File: config.mk
export PLATFORM = sky130hd
export DESIGN_NAME = jtag_scan_sequencer_flat
export DESIGN_NICKNAME = d
export VERILOG_FILES = /design/src/rtl/jtag_scan_sequencer_if.sv /design/src/rtl/jtag_scan_sequencer.sv /design/src/flat_wrapper.sv
export SDC_FILE = /design/constraint.sdc
export NUM_CORES = 1
export LEC_CHECK = 0
export CORE_MARGIN = 2
export CORE_UTILIZATION = 50
export CTS_BUF_LIST = sky130_fd_sc_hd__clkbuf_4 sky130_fd_sc_hd__clkbuf_8 sky130_fd_sc_hd__clkbuf_16
export CTS_CLUSTER_DIAMETER = 60
export DETAILED_ROUTE_END_ITERATION = 12
export HOLD_SLACK_MARGIN = 0.15
export PLACE_DENSITY = 0.77
export SLEW_MARGIN = 15
export SYNTH_ARGS = -nofsm -noshare
export SYNTH_HDL_FRONTEND = slang
export SYNTH_SLANG_ARGS = --single-unit
File: constraint.sdc
create_clock -name TCK -period 4.1 [get_ports TCK]
set_input_delay 1.23 -clock TCK [delete_from_list [all_inputs] [get_ports TCK]]
set_output_delay 1.23 -clock TCK [all_outputs]
set_load 0.01 [all_outputs]
File: src/rtl/jtag_scan_sequencer_if.sv
// Request/response bus between a scan client and jtag_scan_sequencer.
interface jtag_scan_sequencer_if;
    logic        start;
    logic        scan_ir;
    logic [5:0]  len;
    logic [31:0] tdi_data;
    logic [3:0]  idle_cnt;
    logic        busy;
    logic        done;
    logic        err;
    logic [31:0] tdo_data;

    modport master (
        output start, scan_ir, len, tdi_data, idle_cnt,
        input  busy, done, err, tdo_data
    );

    modport slave (
        input  start, scan_ir, len, tdi_data, idle_cnt,
        output busy, done, err, tdo_data
    );
endinterface

File: src/rtl/jtag_scan_sequencer.sv
// JTAG master that walks a target TAP through one IR or DR scan per request.
// Optional macro JTAG_SEQ_IDLE_PAD_EN adds idle_cnt extra Run-Test/Idle cycles after each scan.
module jtag_scan_sequencer (
    input  logic                 TCK,
    input  logic                 TRST,
    input  logic                 tdo,
    output logic                 TMS,
    output logic                 TDI,
    jtag_scan_sequencer_if.slave bus
);
    typedef enum logic [3:0] {
        StSync, StIdle, StSelDr, StSelIr, StCapture,
        StShift, StExit1, StUpdate, StPad, StFinish
    } state_e;

    state_e      state_q, state_d;
    logic [4:0]  cnt_q, cnt_d;
    logic [4:0]  last_q, last_d;
    logic        ir_q, ir_d;
    logic        err_q, err_d;
    logic        tms_q, tms_d;
    logic        tdi_q, tdi_d;
    logic [31:0] data_q, data_d;
    logic [31:0] tdo_data_q, tdo_data_d;
`ifdef JTAG_SEQ_IDLE_PAD_EN
    logic [3:0]  pad_q, pad_d;
`else
    logic        unused_idle_cnt;
    assign unused_idle_cnt = ^bus.idle_cnt;
`endif

    always_comb begin
        state_d    = state_q;
        cnt_d      = cnt_q;
        last_d     = last_q;
        ir_d       = ir_q;
        err_d      = err_q;
        data_d     = data_q;
        tdo_data_d = tdo_data_q;
`ifdef JTAG_SEQ_IDLE_PAD_EN
        pad_d      = pad_q;
`endif
        case (state_q)
            StSync: begin
                if (cnt_q == 5'd5) begin
                    state_d = StIdle;
                    cnt_d   = 5'd0;
                end else begin
                    cnt_d = cnt_q + 5'd1;
                end
            end
            StIdle, StFinish: begin
                if (state_q == StFinish) state_d = StIdle;
                if (bus.start) begin
                    if (bus.len == 6'd0) begin
                        state_d = StFinish;
                        err_d   = 1'b1;
                    end else begin
                        state_d    = StSelDr;
                        err_d      = 1'b0;
                        ir_d       = bus.scan_ir;
                        data_d     = bus.tdi_data;
                        last_d     = (bus.len > 6'd32) ? 5'd31 : 5'(bus.len - 6'd1);
                        tdo_data_d = '0;
                        cnt_d      = 5'd0;
`ifdef JTAG_SEQ_IDLE_PAD_EN
                        pad_d      = bus.idle_cnt;
`endif
                    end
                end
            end
            StSelDr: state_d = ir_q ? StSelIr : StCapture;
            StSelIr: state_d = StCapture;
            // Two TMS=0 cycles: Select->Capture, then Capture->Shift.
            StCapture: begin
                if (cnt_q == 5'd1) begin
                    cnt_d   = 5'd0;
                    state_d = (last_q == 5'd0) ? StExit1 : StShift;
                end else begin
                    cnt_d = cnt_q + 5'd1;
                end
            end
            StShift: begin
                tdo_data_d[cnt_q] = tdo;
                cnt_d             = cnt_q + 5'd1;
                if (cnt_q + 5'd1 == last_q) state_d = StExit1;
            end
            // Final bit shifts while TMS=1 moves the TAP into Exit1.
            StExit1: begin
                tdo_data_d[cnt_q] = tdo;
                state_d           = StUpdate;
            end
            StUpdate: state_d = StPad;
            StPad: begin
`ifdef JTAG_SEQ_IDLE_PAD_EN
                if (pad_q == 4'd0) state_d = StFinish;
                else pad_d = pad_q - 4'd1;
`else
                state_d = StFinish;
`endif
            end
            default: state_d = StSync;
        endcase

        // Pin values are registered, so decode them from the next state.
        case (state_d)
            StSync:                               tms_d = (cnt_d != 5'd5);
            StSelDr, StSelIr, StExit1, StUpdate:  tms_d = 1'b1;
            default:                              tms_d = 1'b0;
        endcase
        tdi_d = (state_d == StShift || state_d == StExit1) ? data_d[cnt_d] : 1'b0;
    end

    always_ff @(posedge TCK or posedge TRST) begin
        if (TRST) begin
            state_q    <= StSync;
            cnt_q      <= 5'd0;
            last_q     <= 5'd0;
            ir_q       <= 1'b0;
            err_q      <= 1'b0;
            tms_q      <= 1'b1;
            tdi_q      <= 1'b0;
            data_q     <= '0;
            tdo_data_q <= '0;
        end else begin
            state_q    <= state_d;
            cnt_q      <= cnt_d;
            last_q     <= last_d;
            ir_q       <= ir_d;
            err_q      <= err_d;
            tms_q      <= tms_d;
            tdi_q      <= tdi_d;
            data_q     <= data_d;
            tdo_data_q <= tdo_data_d;
        end
    end

`ifdef JTAG_SEQ_IDLE_PAD_EN
    always_ff @(posedge TCK or posedge TRST) begin
        if (TRST) pad_q <= 4'd0;
        else      pad_q <= pad_d;
    end
`endif

    assign TMS          = tms_q;
    assign TDI          = tdi_q;
    assign bus.busy     = !(state_q == StIdle || state_q == StFinish);
    assign bus.done     = (state_q == StFinish);
    assign bus.err      = (state_q == StFinish) && err_q;
    assign bus.tdo_data = tdo_data_q;
endmodule

File: src/flat_wrapper.sv
// flat-port wrapper written by rule: the top's interface ports become plain ports
module jtag_scan_sequencer_flat 
  (TCK, TRST, tdo, TMS, TDI, bus_start, bus_scan_ir, bus_len, bus_tdi_data, bus_idle_cnt, bus_busy, bus_done, bus_err, bus_tdo_data);
  jtag_scan_sequencer_if bus_i ();
  input  logic TCK;
  input  logic TRST;
  input  logic tdo;
  output logic TMS;
  output logic TDI;
  input wire logic [$bits(bus_i.start)-1:0] bus_start;
  input wire logic [$bits(bus_i.scan_ir)-1:0] bus_scan_ir;
  input wire logic [$bits(bus_i.len)-1:0] bus_len;
  input wire logic [$bits(bus_i.tdi_data)-1:0] bus_tdi_data;
  input wire logic [$bits(bus_i.idle_cnt)-1:0] bus_idle_cnt;
  output wire logic [$bits(bus_i.busy)-1:0] bus_busy;
  output wire logic [$bits(bus_i.done)-1:0] bus_done;
  output wire logic [$bits(bus_i.err)-1:0] bus_err;
  output wire logic [$bits(bus_i.tdo_data)-1:0] bus_tdo_data;
  assign bus_i.start = bus_start;
  assign bus_i.scan_ir = bus_scan_ir;
  assign bus_i.len = bus_len;
  assign bus_i.tdi_data = bus_tdi_data;
  assign bus_i.idle_cnt = bus_idle_cnt;
  assign bus_busy = bus_i.busy;
  assign bus_done = bus_i.done;
  assign bus_err = bus_i.err;
  assign bus_tdo_data = bus_i.tdo_data;
  jtag_scan_sequencer u_core (.TCK(TCK), .TRST(TRST), .tdo(tdo), .TMS(TMS), .TDI(TDI), .bus(bus_i));
endmodule
==> impl_results.md, run 1 <==
* Outcome: completed
* Clock transition at the registers of the reported paths at approximately 90 ps
* Synth Area per Inst at 8.97 um2
* Min cycle time layout at approximately 3800 ps
* RePlAce Congestion at around 0.9
* Synth cell types at 67
* Largest net degree at the start of global routing at approximately 50
* Post-DR wirelength/cell at ~17 um
* DP Wirelength at between 8000 and 9000 um
* Post-CTS setup repair buffer count at 0
* Worst-skew pair later-pin latency at roughly 360 ps
* Crit. End Element: flop
* Vias in the first global route at about 4200
* DRT antenna net count at 0
* DIE HEIGHT at ~100 um
* Cell count after synthesis at around 500
* Crit path max fanout at 15
* Post-synth EDFFs at 0
* Placed cells at 695
* Final Cycle Share at between 90% and 100%
* Synth Net Count at 566
* Leak at 2.53 nW
* Hold path depth at 2
* Final setup fails at 0
* Peak supply drop at 0.363 mV
* Slew headroom at between 40 and 50%
* H-tree levels at 3
* R2R setup slack at between 1000 and 1500 ps
* First-pass GRT wire length at roughly 20000 um
* Via count at 4210
* Post-synth top flop: dfrtp_1
* Die X at 100 um
* Fillers at 775
* Proportion of layout cells with a drive suffix above 1 at approximately 11%
* Setup TNS at 0 ps
* Yosys warning count at 0
* Post-Route WL at around 12000 um
* Hold crit path type: flop to flop
* Overall routing resource usage at 24.4%
* Vias per cell at just under 6
* Row cnt at 35
* ANT cells at 0
* Reg2Reg Depth at 9
* Max-cap violations at 0
* Post-synthesis mux area share at just under 6%
* Initial Util at roughly half
* Synth Area in Adders at under 10%
* Hold_sp: u_core.data_q[16]
* Tightest Pin Transition at 748 ps
* Final Hold Violating Endpoints at 0
* Cell Pwr Density at approximately 700 nW/um2
* Sequential area share after synthesis at between 40 and 50%
* Initial antenna violation count at 0
* Largest family of logic cells by synthesized area: simple AND/OR/NAND/NOR gates
* Clk sink count at between 80 and 90
* WHS Endpoint: u_core.data_q[16]
* Core Area at between 9000 and 10000 um2
* CP Data Arrival Time at ~4000 ps
* RSZ-0062 raised after global routing: false
* Die Area at about 10000 um2
* Total power at about 4 mW
* TritonCTS clock tree: built
* Post-Synth Simple-Gate Area at 21.0%
* Fmax at between 0.2 and 0.3 GHz
* TritonCTS buffer count at 9
* Netlist Area Pre-Place at ~4600 um2
* XOR/XNOR share of the synthesized area at under 10%
* Worst reg2reg endpoint: u_core.TMS
* Hold WS at 485 ps
* Final Skew at around 15 ps
* Hold_buf cts at 0
* Design area at around 5800 um2
* Compound-Gate Fraction of Synth Area at 20.4%
* Post-route non-filler standard cell count at roughly 710
* RR Startpoint: u_core.cnt_q[0]
* # IOs at 84
* Dpl cell area at between 5000 and 6000 um2
* Slew Viols, Final at 0
* DRT Pass-1 Iters at 5
* CP Class: input pin to flop
* Post-CTS sizing at 0
* Clock Path Buffers at 2
* DR iter-0 viols at 298
* CTS root buf: clkbuf_8
* GRT overflow at 0
* DRC viols at 0
* Synthesis-stage register bit count at just over 80
* I/O Buffers at 79
* Startpoint types: input pin
* Req. time, crit path at 4360 ps
* P&R area growth vs syn at 25.4%
* Final net count at about 650
* Post-synth ARST share at between 90% and 100%
[layout make-up]
type	instances	area [um2]	area share [%]
flip-flops and latches	82	2050	35.5
well taps	111	139	2.40
repair buffers	109	1040	18.0
clock inverters	6	48.8	0.844
multi-input cells	382	2320	40.2
inverters	11	42.5	0.736
clock buffers	10	131	2.27
[worst max-delay path by stage]
stage	cells past startpoint	start	slack, ps	end
finish	12	bus_len[0]	340	u_core.TDI
global route	12	bus_len[0]	180	u_core.TDI
CTS	12	bus_len[0]	370	u_core.TDI
detailed placement	12	bus_len[0]	-20	u_core.TDI
global placement	12	bus_len[1]	50	u_core.TDI
floorplan	12	bus_len[0]	610	u_core.TDI
[Yosys cell counts, drive strengths merged (3+ instances only)]
cell type,number,area [um2]
a2111oi,3,26.3
or2,3,18.8
buf,18,108
nor3,8,40.0
inv,11,41.3
nor2b,4,25.0
clkbuf,21,82.6
a311oi,9,85.1
nand4,3,18.8
mux2i,15,150
o31ai,12,90.1
o22ai,12,75.1
nand3,25,143
o21ai,35,186
ha,5,62.6
o221ai,3,26.3
nor3b,3,22.5
and2,7,43.8
a21oi,17,85.1
xnor2,4,35.0
nand2b,5,31.3
mux2,11,124
a31oi,9,56.3
dfrtp,81,2030
xor2,5,43.8
and3,6,37.5
nor2,29,109
nand2,102,383
o211ai,14,105
[critical path, cell delays in order]
cell and delay (ps):
clkdlybuf4s50_1 420, inv_1 70, ha_1 160, or4b_1 510, o21ai_4 180, buf_12 170, mux2_2 350, o22ai_1 170
a311oi_2 70, nor4_1 340, a31oi_1 110, and4b_1 220
[layer usage]
metal  wire length (um)  track usage (%)  part of all wire, %  up-vias
li1                   -                -                    -     2024
met1               5120             30.6                   44     2025
met2               5780             41.7                   49      141
met3                633             5.08                  5.4       20
met4                217             9.17                  1.8        0
met5                  0                0                    0        -
[cell families after synthesis]
kind of cell	count (synthesis)
flops	82
xor+xnor	9
mux	26
compound gates	135
buf+inv	50
simple gates	207
fa+ha+maj	5
[placed cells by master (no fill, tap or decap), drive strengths merged, types with 3 or more instances in the layout]
cell	synthesis	layout
nand2	102	102
clkbuf	21	10
nor2b	4	4
dfrtp	81	81
inv	11	12
o21ai	35	35
nand2b	5	5
nor3b	3	3
clkdlybuf4s50	0	79
clkinvlp	0	3
buf	18	30
a311oi	9	9
a2111oi	3	3
and2	7	7
a31oi	9	9
nand3	25	25
or2	3	3
mux2i	15	15
xor2	5	5
o211ai	14	14
o22ai	12	12
and3	6	6
o31ai	12	12
nor3	8	8
nand4	3	3
ha	5	5
mux2	11	11
o221ai	3	3
nor2	29	29
xnor2	4	4
a21oi	17	17
[per-stage QoR]
stage               utilization (%)  worst slack, ps
finish                         63.5              345
global route                   63.5              183
CTS                            63.5              373
detailed placement             61.5            -23.3
global placement               61.5             47.7
floorplan                         -              610
[power by group]
group	total (mW)	leakage, nW	internal (mW)	switching (mW)
combinational	2.02	1.39	0.910	1.11
sequential	1.38	1.06	1.11	0.275
clock	0.549	0.0829	0.232	0.317
[flip-flops by register name, summed over array words and instances (netlist names)]
signal and cells:
u_core.bus.tdo_data 32, u_core.TMS 1, u_core.state_q 4, u_core.ir_q 1
u_core.data_q 32, u_core.err_q 1, u_core.TDI 1, u_core.last_q 5
u_core.cnt_q 5
Note: power is estimated with default switching activity, not from simulation.
==> run 2: changes to the inputs <==
Settings changed: CORE_UTILIZATION 50 to 30, PLACE_DENSITY 0.77 to default.
==> impl_results.md, run 2 (synthesis gave the netlist of run 1 again) <==
* Net Sw Frac at 39.3% (-3.7 points)
* Slew Viols, Final at 0 (unchanged)
* RSZ-0062 raised after global routing: false
* Overall routing resource usage at 15.6% (-8.8 points)
* WHS Endpoint: u_core.data_q[20]
* Dpl cell area at 5690 um2 (+1.6%)
* Initial antenna violation count at 0 (unchanged)
* GRT busiest layer: met2
* Total power at 4.34 mW (+9.9%)
* Cell Pwr Density at 718 nW/um2 (+5.1%)
* Initial Util at 30.5% (-20 points)
* Most frequent cells in the layout: nand2_1 (102), dfrtp_1 (81), clkdlybuf4s50_1 (79), o21ai_0 (33), nor2_1 (29)
* Design area at 6050 um2 (+4.6%)
* CP Data Arrival Time at 4000 ps (about the same)
* GRT overflow at 0 (unchanged)
* Vias in the first global route at 4110 (-3.0%)
* DR iter-0 viols at 327 (+9.7%)
* Die Area at 16400 um2 (+64%)
* DP Worst Slack at -19.8 ps (+3.56 ps)
* Met3 usage at 3.13% (-2.0 points)
* DRT antenna net count at 0 (unchanged)
* Post-CTS sizing at 0 (unchanged)
* Outcome: completed
* DRT Pass-1 Iters at 5 (unchanged)
* Clock power share at 22.0% (+8.1 points)
* Max-cap violations at 0 (unchanged)
* Hold path depth at 2 (unchanged)
* Hold crit path type: flop to flop
* DP Wirelength at 9060 um (+8.5%)
* Slew headroom at 34.6% (-15 points)
* Via count at 4205 (-0.12%)
* Post-Route WL at 12500 um (+6.6%)
* Placed cells at 771 (+11%)
* Clk sink count at 82 (unchanged)
* Leading cell type in the layout, fill and taps excluded: nand2_1
* Core Area at 15100 um2 (+66%)
* Req. time, crit path at 4330 ps (-30 ps)
* Critical path cell sequence: clkdlybuf4s50_1, inv_1, ha_1, or4b_1, o21ai_4, buf_12, buf_4, mux2_2, nor2_1, nor3_1, nor4_1, a31oi_1, and4b_1
* Post-CTS setup repair buffer count at 0 (unchanged)
* Setup TNS at 0 ps (unchanged)
* RR Startpoint: u_core.cnt_q[0]
* Worst-skew pair later-pin latency at 340 ps (-20 ps)
* Crit path max fanout at 18 (+3)
* Met1 GRT Util at 21.0% (-9.7 points)
* Hold_buf cts at 0 (unchanged)
* # IOs at 84 (unchanged)
* H-tree levels at 3 (unchanged)
* Clock Path Buffers at 2 (unchanged)
* Post-route non-filler standard cell count at 787 (+11%)
* Vias per cell at 5.34 (-9.8%)
* Final setup fails at 0 (unchanged)
* ANT cells at 0 (unchanged)
* CP Class: input pin to flop
* NetSw at 1.71 mW (+0.44%)
* Clock transition at the registers of the reported paths at 60 ps (-30 ps)
* Tightest Pin Transition at 981 ps (+233 ps)
* Buf/Inv on CP at 4 (+1)
* DIE HEIGHT at 128 um (+28%)
* Min cycle time layout at 3770 ps (+15.8 ps)
* TritonCTS buffer count at 9 (unchanged)
* DRC viols at 0 (unchanged)
* R2R setup slack at 1040 ps (-70 ps)
* Met2 Use GR at 25.9% (-16 points)
* Worst reg2reg endpoint: u_core.TMS
* Final Skew at 8.07 ps (-6.45 ps)
* Setup WS post-layout at 329 ps (-15.8 ps)
* Seq pwr share at 32.0% (-3.0 points)
* Leak at 2.61 nW (+3.4%)
* Slowest cell on crit path: or4b_1
* Proportion of layout cells with a drive suffix above 1 at 10.7% (-0.15 points)
* Row cnt at 45 (+29%)
* Largest net degree at the start of global routing at 55 (+12%)
* Crit. End Element: flop
* Die X at 128 um (+28%)
* CP max stage delay at 510 ps (about the same)
* Family with the most delay on the worst path: simple AND/OR/NAND/NOR gates
* Final net count at 646 (-0.15%)
* P_int at 2.63 mW (+17%)
* RePlAce Congestion at 0.814 (-9.1%)
* TritonCTS clock tree: built
* First-pass GRT wire length at 20600 um (+4.8%)
* Final Hold Violating Endpoints at 0 (unchanged)
* Reg2Reg Depth at 9 (unchanged)
* P&R area growth vs syn at 31.2%
* Startpoint types: input pin
* Peak supply drop at 0.328 mV (-9.8%)
* I/O Buffers at 79 (unchanged)
* CTS root buf: clkbuf_16
* Final Cycle Share at 92.0% (+0.38 points)
* Hold_sp: u_core.data_q[20]
* Combinational share of power at 46.0% (-5.1 points)
* Post-DR wirelength/cell at 15.9 um (-3.7%)
* Fmax at 0.265 GHz (-0.42%)
-- run 2: cell count changes in the layout (fill, tap and decap cells not counted), sizes merged --
cell and change:
clkbuf +2, clkinv -1, bufinv +3, inv -2, buf -1, clkinvlp -2
-- run 2: worst max path at each step --
stage / startpoint / slack, ps / end / depth (start not counted)
after floorplan: bus_len[0] / 610 / u_core.TDI / 12
after global placement: bus_len[0] / 30 / u_core.TDI / 13
after detailed placement: bus_len[0] / -20 / u_core.TDI / 13
after CTS: bus_len[0] / 340 / u_core.TDI / 13
after global routing: bus_len[0] / 170 / u_core.TDI / 13
final: bus_len[1] / 330 / u_core.TDI / 13
-- run 2: through the flow --
stage	hold slack, ps	utilization (%)
2_1_floorplan	441	-
3_3_place_gp	457	37.7
3_5_place_dp	461	37.7
4_1_cts	478	40.1
5_1_grt	497	40.1
6_report	473	40.1
-- run 2: power groups by stage --
stage,logic (mW),clock network [mW],registers (mW)
after floorplan,1.38,0,1.30
after global placement,1.95,0,1.39
after detailed placement,1.99,0,1.40
after CTS,2.01,0.978,1.39
after global routing,2.21,1.01,1.44
final,2.00,0.955,1.39
-- run 2: worst register-to-register path, cell delays in order (launching register included) --
cell	delay, ps
dfrtp_1	580
ha_1	460
xor2_1	260
a41oi_1	150
a2111o_1	450
nand2_1	80
o31ai_1	70
a221o_1	410
a311o_1	300
a31oi_1	220
-- run 2: layout make-up --
class | instances | area [um2]
clock buffers | 12 | 260
clock inverters | 4 | 97.6
fillers | 1508 | 9040
inverters | 11 | 42.5
multi-input cells | 382 | 2320
flip-flops and latches | 82 | 2050
well taps | 188 | 235
repair buffers | 108 | 1030
-- run 2: metal layers --
metal	up-vias	wire, um
met3	13	686
met4	0	124
met5	-	0
met1	2012	5800
met2	157	5910
li1	2023	-
